**src/rtl/demux1xn_pkg.sv**
```systemverilog
// Shared constants, types and helpers for the registered 1-to-N stream demux.
// Optional feature macro: DEMUX1XN_CNT_EN (per-channel output transfer counters).
package demux1xn_pkg;

    localparam int unsigned DEMUX1XN_DATA_W = 8;
    localparam int unsigned DEMUX1XN_N_CH   = 4;
    localparam int unsigned DEMUX1XN_CNT_W  = 16;

    // Occupancy of a one-entry output register.
    typedef enum logic {
        CH_EMPTY = 1'b0,
        CH_FULL  = 1'b1
    } ch_state_e;

    // Select width: max(1, clog2(n)), so two channels still get one select bit.
    function automatic int unsigned sel_w(input int unsigned n);
        return (n > 2) ? $clog2(n) : 1;
    endfunction

endpackage

```
**src/rtl/demux1xn_if.sv**
```systemverilog
// Producer/consumer bus of the registered 1-to-N demux.
// Optional feature macro: DEMUX1XN_CNT_EN adds cnt/cnt_clr.
interface demux1xn_if
    import demux1xn_pkg::*;
#(
    parameter int unsigned DATA_W = DEMUX1XN_DATA_W,
    parameter int unsigned N_CH   = DEMUX1XN_N_CH,
    parameter int unsigned CNT_W  = DEMUX1XN_CNT_W
);

    localparam int unsigned SEL_W = sel_w(N_CH);

    logic [DATA_W-1:0]      in_data;
    logic [SEL_W-1:0]       in_sel;
    logic                   in_valid;
    logic                   in_ready;
    logic [N_CH*DATA_W-1:0] out_data;
    logic [N_CH-1:0]        out_valid;
    logic [N_CH-1:0]        out_ready;
    logic                   err;
    logic                   err_clr;
`ifdef DEMUX1XN_CNT_EN
    logic [N_CH*CNT_W-1:0]  cnt;
    logic                   cnt_clr;
`endif

    if (DATA_W < 1 || N_CH < 2 || CNT_W < 1) begin : g_param_err
        $error("demux1xn_if: illegal parameters");
    end

    // Producer side plus the per-channel consumers (testbench / system glue).
    modport master (
        output in_data, in_sel, in_valid, out_ready, err_clr,
`ifdef DEMUX1XN_CNT_EN
        output cnt_clr,
        input  cnt,
`endif
        input  in_ready, out_data, out_valid, err
    );

    // The demux itself.
    modport slave (
        input  in_data, in_sel, in_valid, out_ready, err_clr,
`ifdef DEMUX1XN_CNT_EN
        input  cnt_clr,
        output cnt,
`endif
        output in_ready, out_data, out_valid, err
    );

endinterface

```
**src/rtl/demux1xn_slot.sv**
```systemverilog
// One-entry output register with valid/ready handshake for a single channel.
// Optional feature macro: DEMUX1XN_CNT_EN adds a wrapping output transfer counter.
module demux1xn_slot
    import demux1xn_pkg::*;
#(
`ifdef DEMUX1XN_CNT_EN
    parameter int unsigned CNT_W  = DEMUX1XN_CNT_W,
`endif
    parameter int unsigned DATA_W = DEMUX1XN_DATA_W
) (
    input  logic              clk,
    input  logic              rst_n,
    input  logic              load_i,
    input  logic [DATA_W-1:0] data_i,
    input  logic              ready_i,
    output logic              valid_o,
    output logic [DATA_W-1:0] data_o
`ifdef DEMUX1XN_CNT_EN
   ,input  logic              cnt_clr_i,
    output logic [CNT_W-1:0]  cnt_o
`endif
);

    ch_state_e         state_q;
    logic [DATA_W-1:0] data_q;
    logic              pop;

    assign pop     = (state_q == CH_FULL) && ready_i;
    assign valid_o = (state_q == CH_FULL);
    assign data_o  = data_q;

    // Occupancy FSM: a load wins over a pop, so push+pop keeps the slot full.
    always_ff @(posedge clk or negedge rst_n) begin
        if (!rst_n) begin
            state_q <= CH_EMPTY;
            data_q  <= '0;
        end else if (load_i) begin
            state_q <= CH_FULL;
            data_q  <= data_i;
        end else if (pop) begin
            state_q <= CH_EMPTY;
        end
    end

`ifdef DEMUX1XN_CNT_EN
    logic [CNT_W-1:0] cnt_q;
    logic [CNT_W-1:0] cnt_d;

    // Clear beats increment; the counter wraps naturally at 2^CNT_W.
    always_comb begin
        cnt_d = cnt_q;
        if (cnt_clr_i) begin
            cnt_d = '0;
        end else if (pop) begin
            cnt_d = cnt_q + 1'b1;
        end
    end

    // Output transfer counter register.
    always_ff @(posedge clk or negedge rst_n) begin
        if (!rst_n) begin
            cnt_q <= '0;
        end else begin
            cnt_q <= cnt_d;
        end
    end

    assign cnt_o = cnt_q;
`endif

endmodule

```
**src/rtl/demux1xn_reg.sv**
```systemverilog
// Registered, flow-controlled 1-to-N stream demultiplexer: select decode,
// in_ready mux and sticky out-of-range error; channels live in demux1xn_slot.
// Optional feature macro: DEMUX1XN_CNT_EN (per-channel output transfer counters).
module demux1xn_reg
    import demux1xn_pkg::*;
#(
    parameter int unsigned DATA_W = DEMUX1XN_DATA_W,
    parameter int unsigned N_CH   = DEMUX1XN_N_CH,
    parameter int unsigned CNT_W  = DEMUX1XN_CNT_W
) (
    input  logic      clk,
    input  logic      rst_n,
    demux1xn_if.slave bus
);

    localparam int unsigned SEL_W = sel_w(N_CH);

    if (DATA_W < 1 || N_CH < 2 || CNT_W < 1) begin : g_param_err
        $error("demux1xn_reg: illegal parameters");
    end

    logic [SEL_W-1:0]  sel;
    logic [31:0]       sel_ext;
    logic              in_range;
    logic              in_ready;
    logic [N_CH-1:0]   load;
    logic [N_CH-1:0]   valid;
    logic              err_q;
    logic              err_d;

    assign sel = bus.in_sel;

    // Decode the select; out-of-range selects match no channel and are always accepted.
    always_comb begin
        sel_ext  = 32'(sel);
        in_range = (sel_ext < N_CH);
        in_ready = 1'b1;
        load     = '0;
        for (int unsigned k = 0; k < N_CH; k++) begin
            if (sel_ext == k) begin
                in_ready = !valid[k] || bus.out_ready[k];
                load[k]  = bus.in_valid && (!valid[k] || bus.out_ready[k]);
            end
        end
    end

    // A new out-of-range acceptance outranks a same-cycle clear.
    always_comb begin
        err_d = err_q;
        if (bus.in_valid && !in_range) begin
            err_d = 1'b1;
        end else if (bus.err_clr) begin
            err_d = 1'b0;
        end
    end

    // Sticky error register.
    always_ff @(posedge clk or negedge rst_n) begin
        if (!rst_n) begin
            err_q <= 1'b0;
        end else begin
            err_q <= err_d;
        end
    end

    assign bus.in_ready  = in_ready;
    assign bus.out_valid = valid;
    assign bus.err       = err_q;

    for (genvar k = 0; k < N_CH; k++) begin : g_ch
        demux1xn_slot #(
`ifdef DEMUX1XN_CNT_EN
            .CNT_W  (CNT_W),
`endif
            .DATA_W (DATA_W)
        ) u_slot (
            .clk       (clk),
            .rst_n     (rst_n),
            .load_i    (load[k]),
            .data_i    (bus.in_data),
            .ready_i   (bus.out_ready[k]),
            .valid_o   (valid[k]),
            .data_o    (bus.out_data[k*DATA_W +: DATA_W])
`ifdef DEMUX1XN_CNT_EN
           ,.cnt_clr_i (bus.cnt_clr),
            .cnt_o     (bus.cnt[k*CNT_W +: CNT_W])
`endif
        );
    end

endmodule

```
**src/flat_wrapper.sv**
```systemverilog
// flat-port wrapper written by rule: the top's interface ports become plain ports
module demux1xn_reg_flat import demux1xn_pkg::*;
#(
    parameter int unsigned DATA_W = DEMUX1XN_DATA_W,
    parameter int unsigned N_CH   = DEMUX1XN_N_CH,
    parameter int unsigned CNT_W  = DEMUX1XN_CNT_W
)
  (clk, rst_n, bus_in_data, bus_in_sel, bus_in_valid, bus_out_ready, bus_err_clr, bus_in_ready, bus_out_data, bus_out_valid, bus_err);
  demux1xn_if #(.DATA_W(DATA_W), .N_CH(N_CH), .CNT_W(CNT_W)) bus_i ();
  input  logic clk;
  input  logic rst_n;
  input wire logic [$bits(bus_i.in_data)-1:0] bus_in_data;
  input wire logic [$bits(bus_i.in_sel)-1:0] bus_in_sel;
  input wire logic [$bits(bus_i.in_valid)-1:0] bus_in_valid;
  input wire logic [$bits(bus_i.out_ready)-1:0] bus_out_ready;
  input wire logic [$bits(bus_i.err_clr)-1:0] bus_err_clr;
  output wire logic [$bits(bus_i.in_ready)-1:0] bus_in_ready;
  output wire logic [$bits(bus_i.out_data)-1:0] bus_out_data;
  output wire logic [$bits(bus_i.out_valid)-1:0] bus_out_valid;
  output wire logic [$bits(bus_i.err)-1:0] bus_err;
  assign bus_i.in_data = bus_in_data;
  assign bus_i.in_sel = bus_in_sel;
  assign bus_i.in_valid = bus_in_valid;
  assign bus_i.out_ready = bus_out_ready;
  assign bus_i.err_clr = bus_err_clr;
  assign bus_in_ready = bus_i.in_ready;
  assign bus_out_data = bus_i.out_data;
  assign bus_out_valid = bus_i.out_valid;
  assign bus_err = bus_i.err;
  demux1xn_reg #(.DATA_W(DATA_W), .N_CH(N_CH), .CNT_W(CNT_W)) u_core (.clk(clk), .rst_n(rst_n), .bus(bus_i));
endmodule
```
**config.mk**
```make
export PLATFORM = sky130hd
export DESIGN_NAME = demux1xn_reg_flat
export DESIGN_NICKNAME = d
export VERILOG_FILES = /design/src/rtl/demux1xn_pkg.sv /design/src/rtl/demux1xn_if.sv /design/src/rtl/demux1xn_slot.sv /design/src/rtl/demux1xn_reg.sv /design/src/flat_wrapper.sv
export SDC_FILE = /design/constraint.sdc
export NUM_CORES = 1
export LEC_CHECK = 0
export ABC_CLOCK_PERIOD_IN_PS = 1600
export BUFFER_PORTS_ARGS = -buffer_cell sky130_fd_sc_hd__clkbuf_2
export CAP_MARGIN = 20
export CORE_UTILIZATION = 49
export CTS_BUF_LIST = sky130_fd_sc_hd__clkbuf_16
export CTS_CLUSTER_SIZE = 24
export DETAILED_ROUTE_END_ITERATION = 10
export HOLD_SLACK_MARGIN = 0.15
export PLACE_DENSITY_LB_ADDON = 0.25
export SYNTH_ARGS = -nofsm -noshare
export SYNTH_HDL_FRONTEND = slang
export SYNTH_HIERARCHICAL = 1
export SYNTH_SLANG_ARGS = --single-unit
```
**constraint.sdc**
```tcl
create_clock -name clk -period 1.6 [get_ports clk]
set_input_delay 0.4 -clock clk [delete_from_list [all_inputs] [get_ports clk]]
set_output_delay 0.4 -clock clk [all_outputs]
set_load 0.1 [all_outputs]
```
Word-level counts from Yosys, hierarchy flattened
Index checks and enable logic that the tools add are counted.

Eq/ne operators: 3. Reductions and logical operators: 21. Mux-type cells: 16.

Operators by type and width (count): 1-bit two-way mux (16); 1-bit logical AND (8); 2-bit nonzero test (4); 2-bit equality test, second input constant (2); 1-bit zero test (4); 1-bit logical OR (4); 2-bit by 1-bit equality test with 1-bit output, second input constant (1); 2-bit zero test (1).

Bits in registers: 36.

Depth between registers and ports, before layout
Depth after elaboration: 6. Mapped depth: 4. Mapped depth without buffers: 3.

By module
The synthesis kept the hierarchy.

Modules (own cells, without submodules): demux1xn_slot (area an instance 369.1 um2, cells each 20, times used 4); demux1xn_reg (area an instance 118.9 um2, cells each 18, times used 1).

Least setup slack after synthesis
No wires, ideal clock.

Kind: reg-to-output. From: reg u_core.g_ch[3].u_slot.state_q. To: out bus_in_ready. Slack: -2.791 ns. Data required time: 1.200 ns. Arrival: 3.991 ns. Cell stages (with the launch flop): 3. Path through: dfrtp_1 and4b_1 nor4_1.

Word-level cells in the longest chain between the ends: 3.

RTL lines: start: declaration (line demux1xn_slot.sv:24) `ch_state_e state_q;`; start signal: assignment (line demux1xn_slot.sv:35) `state_q <= CH_EMPTY;`; start signal: assignment (line demux1xn_slot.sv:38) `state_q <= CH_FULL;`; start signal: assignment (line demux1xn_slot.sv:41) `state_q <= CH_EMPTY;`; 1-bit zero test (line demux1xn_reg.sv:41) `in_ready = !valid[k] || bus.out_ready[k];`; 1-bit logical OR (line demux1xn_reg.sv:41); 1-bit two-way mux (line demux1xn_reg.sv:40) `if (sel_ext == k) begin`; end: declaration (line flat_wrapper.sv:17) `output wire logic [$bits(bus_i.in_ready)-1:0] bus_in_ready;`.

Every way passes these cells.

Worst setup path after layout
Same ends and word-level chain as after synthesis.

==> impl_metrics.tcl <==
set metrics [dict create \
    multiInputGateArea_um2 674 \
    grt_pass1_wl_um 5290 \
    holdWs_ps 407 \
    synth_xor_area_share_pct 0 \
    n_antenna_cell 0 \
    die_w_um 59.1 \
    routedWlPerCell_um 15.1 \
    critical_path_arrival_ps 1410 \
    grt.overflow.total 0 \
    finalCritPeriodShare_pct 113 \
    clk_root_buffer_cell "clkbuf_16" \
    gp_congestion 0.812 \
    clk_latency_ps 270 \
    antenna_found_initial 0 \
    route.detailed.drc 0 \
    synth_edf_count 0 \
    die_height_um 59.1 \
    utilization_pct 75.9 \
    maxSlewViolCount 0 \
    dr.pass1.iters 4 \
    regArea_um2 911 \
    pwr-share-clk_pct 25.0 \
    grt_pass1_vias 1098 \
    fin_nets 190 \
    fp-row-count 20 \
    hold_start "bus_in_data[1]" \
    synth_top_area_share_pct 56.5 \
    fin_tns_setup_ps -208 \
    rr_startpoint "u_core/g_ch[0].u_slot/valid_o" \
    power_frac_seq_pct 27.8 \
    wirelength_um 3270 \
    viasPerCell 4.87 \
    setup_viol_count_final 1 \
    synth_flop_cell "dfrtp_1" \
    synth_nets 116 \
    io_pins 56 \
    dieArea_um2 3490 \
    num_vias 1056 \
    clock_path_buffers 2 \
    p_comb_share_pct 47.2 \
    fmax_mhz 553 \
    place_inst 203 \
    place_area_um2 2090 \
    grt_use_total_pct 21.3 \
    rsz0062_at_grt "yes" \
    numPortBuffers 53 \
    avgSynthCellArea_um2 16.3 \
    area_growth_pct 46.4 \
    synth_top_family_by_area "multiplexers" \
    cap_violations 0 \
    vdd_ir_drop_max_v 0.00119 \
    hold_class "input pin to flip-flop" \
    ant_nets 0 \
    p_int_uw 2310 \
    syn_area_um2 1600 \
    start_kind "flip-flop" \
    clock_skew_ps 3.59 \
    yosysWarnings 6 \
    synthAdderAreaFrac_pct 0 \
    synth-compound-area-share_pct 2.82 \
    crit_path_max_fanout 2 \
    worstPathRequired_ps 1200 \
    synth_seq_cells 36 \
    synthArstFlopShare_pct 100 \
    p_switching_uw 2020 \
    cts_htree_levels 2 \
    start_util_pct 51.8 \
    p_leak_uw 0.00119 \
    cts_sinks 36 \
    cellPowerDensity_nw_per_um2 1850 \
    place.detailed.hpwl_um 2290 \
    tightest_slew_ps 546 \
    timing_worst_setup_path_type "flip-flop to output port" \
    drive_above_1_share_pct 72.3 \
    failed_checks "setup timing" \
    startpoint "u_core/g_ch[3].u_slot/valid_o" \
    report.final.hold_viol_count 0 \
    clk_pin_slew_worst_paths_ps 50 \
    slew_headroom_pct 63.8 \
    cts_tree "built" \
    yosysUniqueCellTypes 18 \
    cts_made_buffers 5 \
    yosysSeqAreaShare_pct 56.5 \
    sw_frac_of_total_pct 46.8 \
    status "finished with violations" \
    endpoint_kind "output port" \
    yosys-top-cells-area "dfrtp_1 (56%), mux2_4 (30%), buf_6 (2.8%), a21o_2 (2.2%), inv_1 (1.4%)" \
    grt_max_degree 37 \
    post-synth-top-count-cell "dfrtp_1" \
    netlist_instances 98 \
    synth.area.mux_share_pct 30.1 \
    worst_slack_ps -208 \
    design_area_um2 2340 \
    core_region_area_um2 3080 \
    yosysTopAreaCell "dfrtp_1" \
    synth_common_cells "dfrtp_1 (36), mux2_4 (32), inv_1 (6)" \
    finalCriticalPeriod_ps 1810 \
    stdcell_count 217 \
    drt_iter0_drc 20 \
    synthSimpleGateAreaFrac_pct 5.65 \
    n_fill_cell 205 \
]
==> what timing repair did <==
item                       CTS  global route
hold buffers                 1             0
setup endpoints to repair    1             9
pin swaps                    1             0
hold endpoints to repair    36             0
setup buffers                3             2
resized for setup            2             4
==> cell usage in the layout (no fill, tap or decap), drive strengths merged, types with 2 or more instances in the layout <==
master / count
buf: 40
nor2b: 2
nor4b: 2
a21o: 4
a21oi: 2
inv: 6
mux2: 32
clkbuf: 36
dfrtp: 36
==> critical path: stages (launching register included) <==
cell and delay (ps):
dfrtp_2 400, and4b_1 210, nor4_4 310, buf_12 210
==> cell families (layout without fill, tap and decap cells) <==
kind of cell	count (synthesis)	count (layout)
AOI/OAI and AO/OA	6	6
buffers and inverters	11	86
DFF	36	36
muxes	32	32
other	1	1
and+or+nand+nor	12	12
==> per-layer routing <==
| layer | share of wire [%] | global-route usage (%) | vias up |
|---|---|---|---|
| li1 | - | - | 484 |
| met1 | 43 | 26.9 | 533 |
| met2 | 52 | 33.9 | 37 |
| met3 | 4.4 | 6.11 | 2 |
| met4 | 0.89 | 9.86 | 0 |
| met5 | 0 | 0 | - |
==> area by class of cell <==
| cell class | count | area share [%] |
|---|---|---|
| clock inverter | 3 | 1.82 |
| inverter | 6 | 0.964 |
| timing repair buffer | 72 | 21.6 |
| clock buffer | 5 | 5.36 |
| tap | 44 | 2.36 |
| sequential | 36 | 39.0 |
| multi-input combinational | 51 | 28.9 |
==> worst paths after layout <==
| path | to | slack, ps | cells past startpoint |
|---|---|---|---|
| worst max-delay path | bus_in_ready | -210 | 3 |
| worst min-delay path | u_core/g_ch[0].u_slot/data_o[1] | 410 | 2 |
| worst max register to register | u_core/g_ch[0].u_slot/data_o[3] | 20 | 5 |
| worst min register to register | u_core/g_ch[3].u_slot/data_o[6] | 510 | 1 |
| max in group asynchronous | u_core/g_ch[2].u_slot/valid_o | 770 | 3 |
| min in group asynchronous | u_core/g_ch[1].u_slot/data_o[5] | 630 | 3 |
==> flip-flops by register name (all words and copies together), names as in the netlist <==
| register | cells |
|---|---|
| u_core/g_ch.u_slot/data_o | 32 |
| u_core/g_ch.u_slot/valid_o | 4 |
==> metrics by stage <==
stage	setup WS, ps	power (uW)
after floorplan	-771	2850
after global placement	-74.6	3220
after detailed placement	-89.2	3240
after CTS	-223	4360
after global routing	-245	4460
final	-208	4330
==> power by group through the flow <==
| stage | sequential [uW] | combinational [uW] | clock (uW) |
|---|---|---|---|
| 6_report | 1200 | 2040 | 1080 |
| 5_1_grt | 1220 | 2100 | 1140 |
| 2_1_floorplan | 2520 | 335 | 0 |
| 4_1_cts | 1200 | 2040 | 1110 |
| 3_3_place_gp | 1210 | 2010 | 0 |
| 3_5_place_dp | 1220 | 2020 | 0 |
Power figures use the tool's default switching activity.
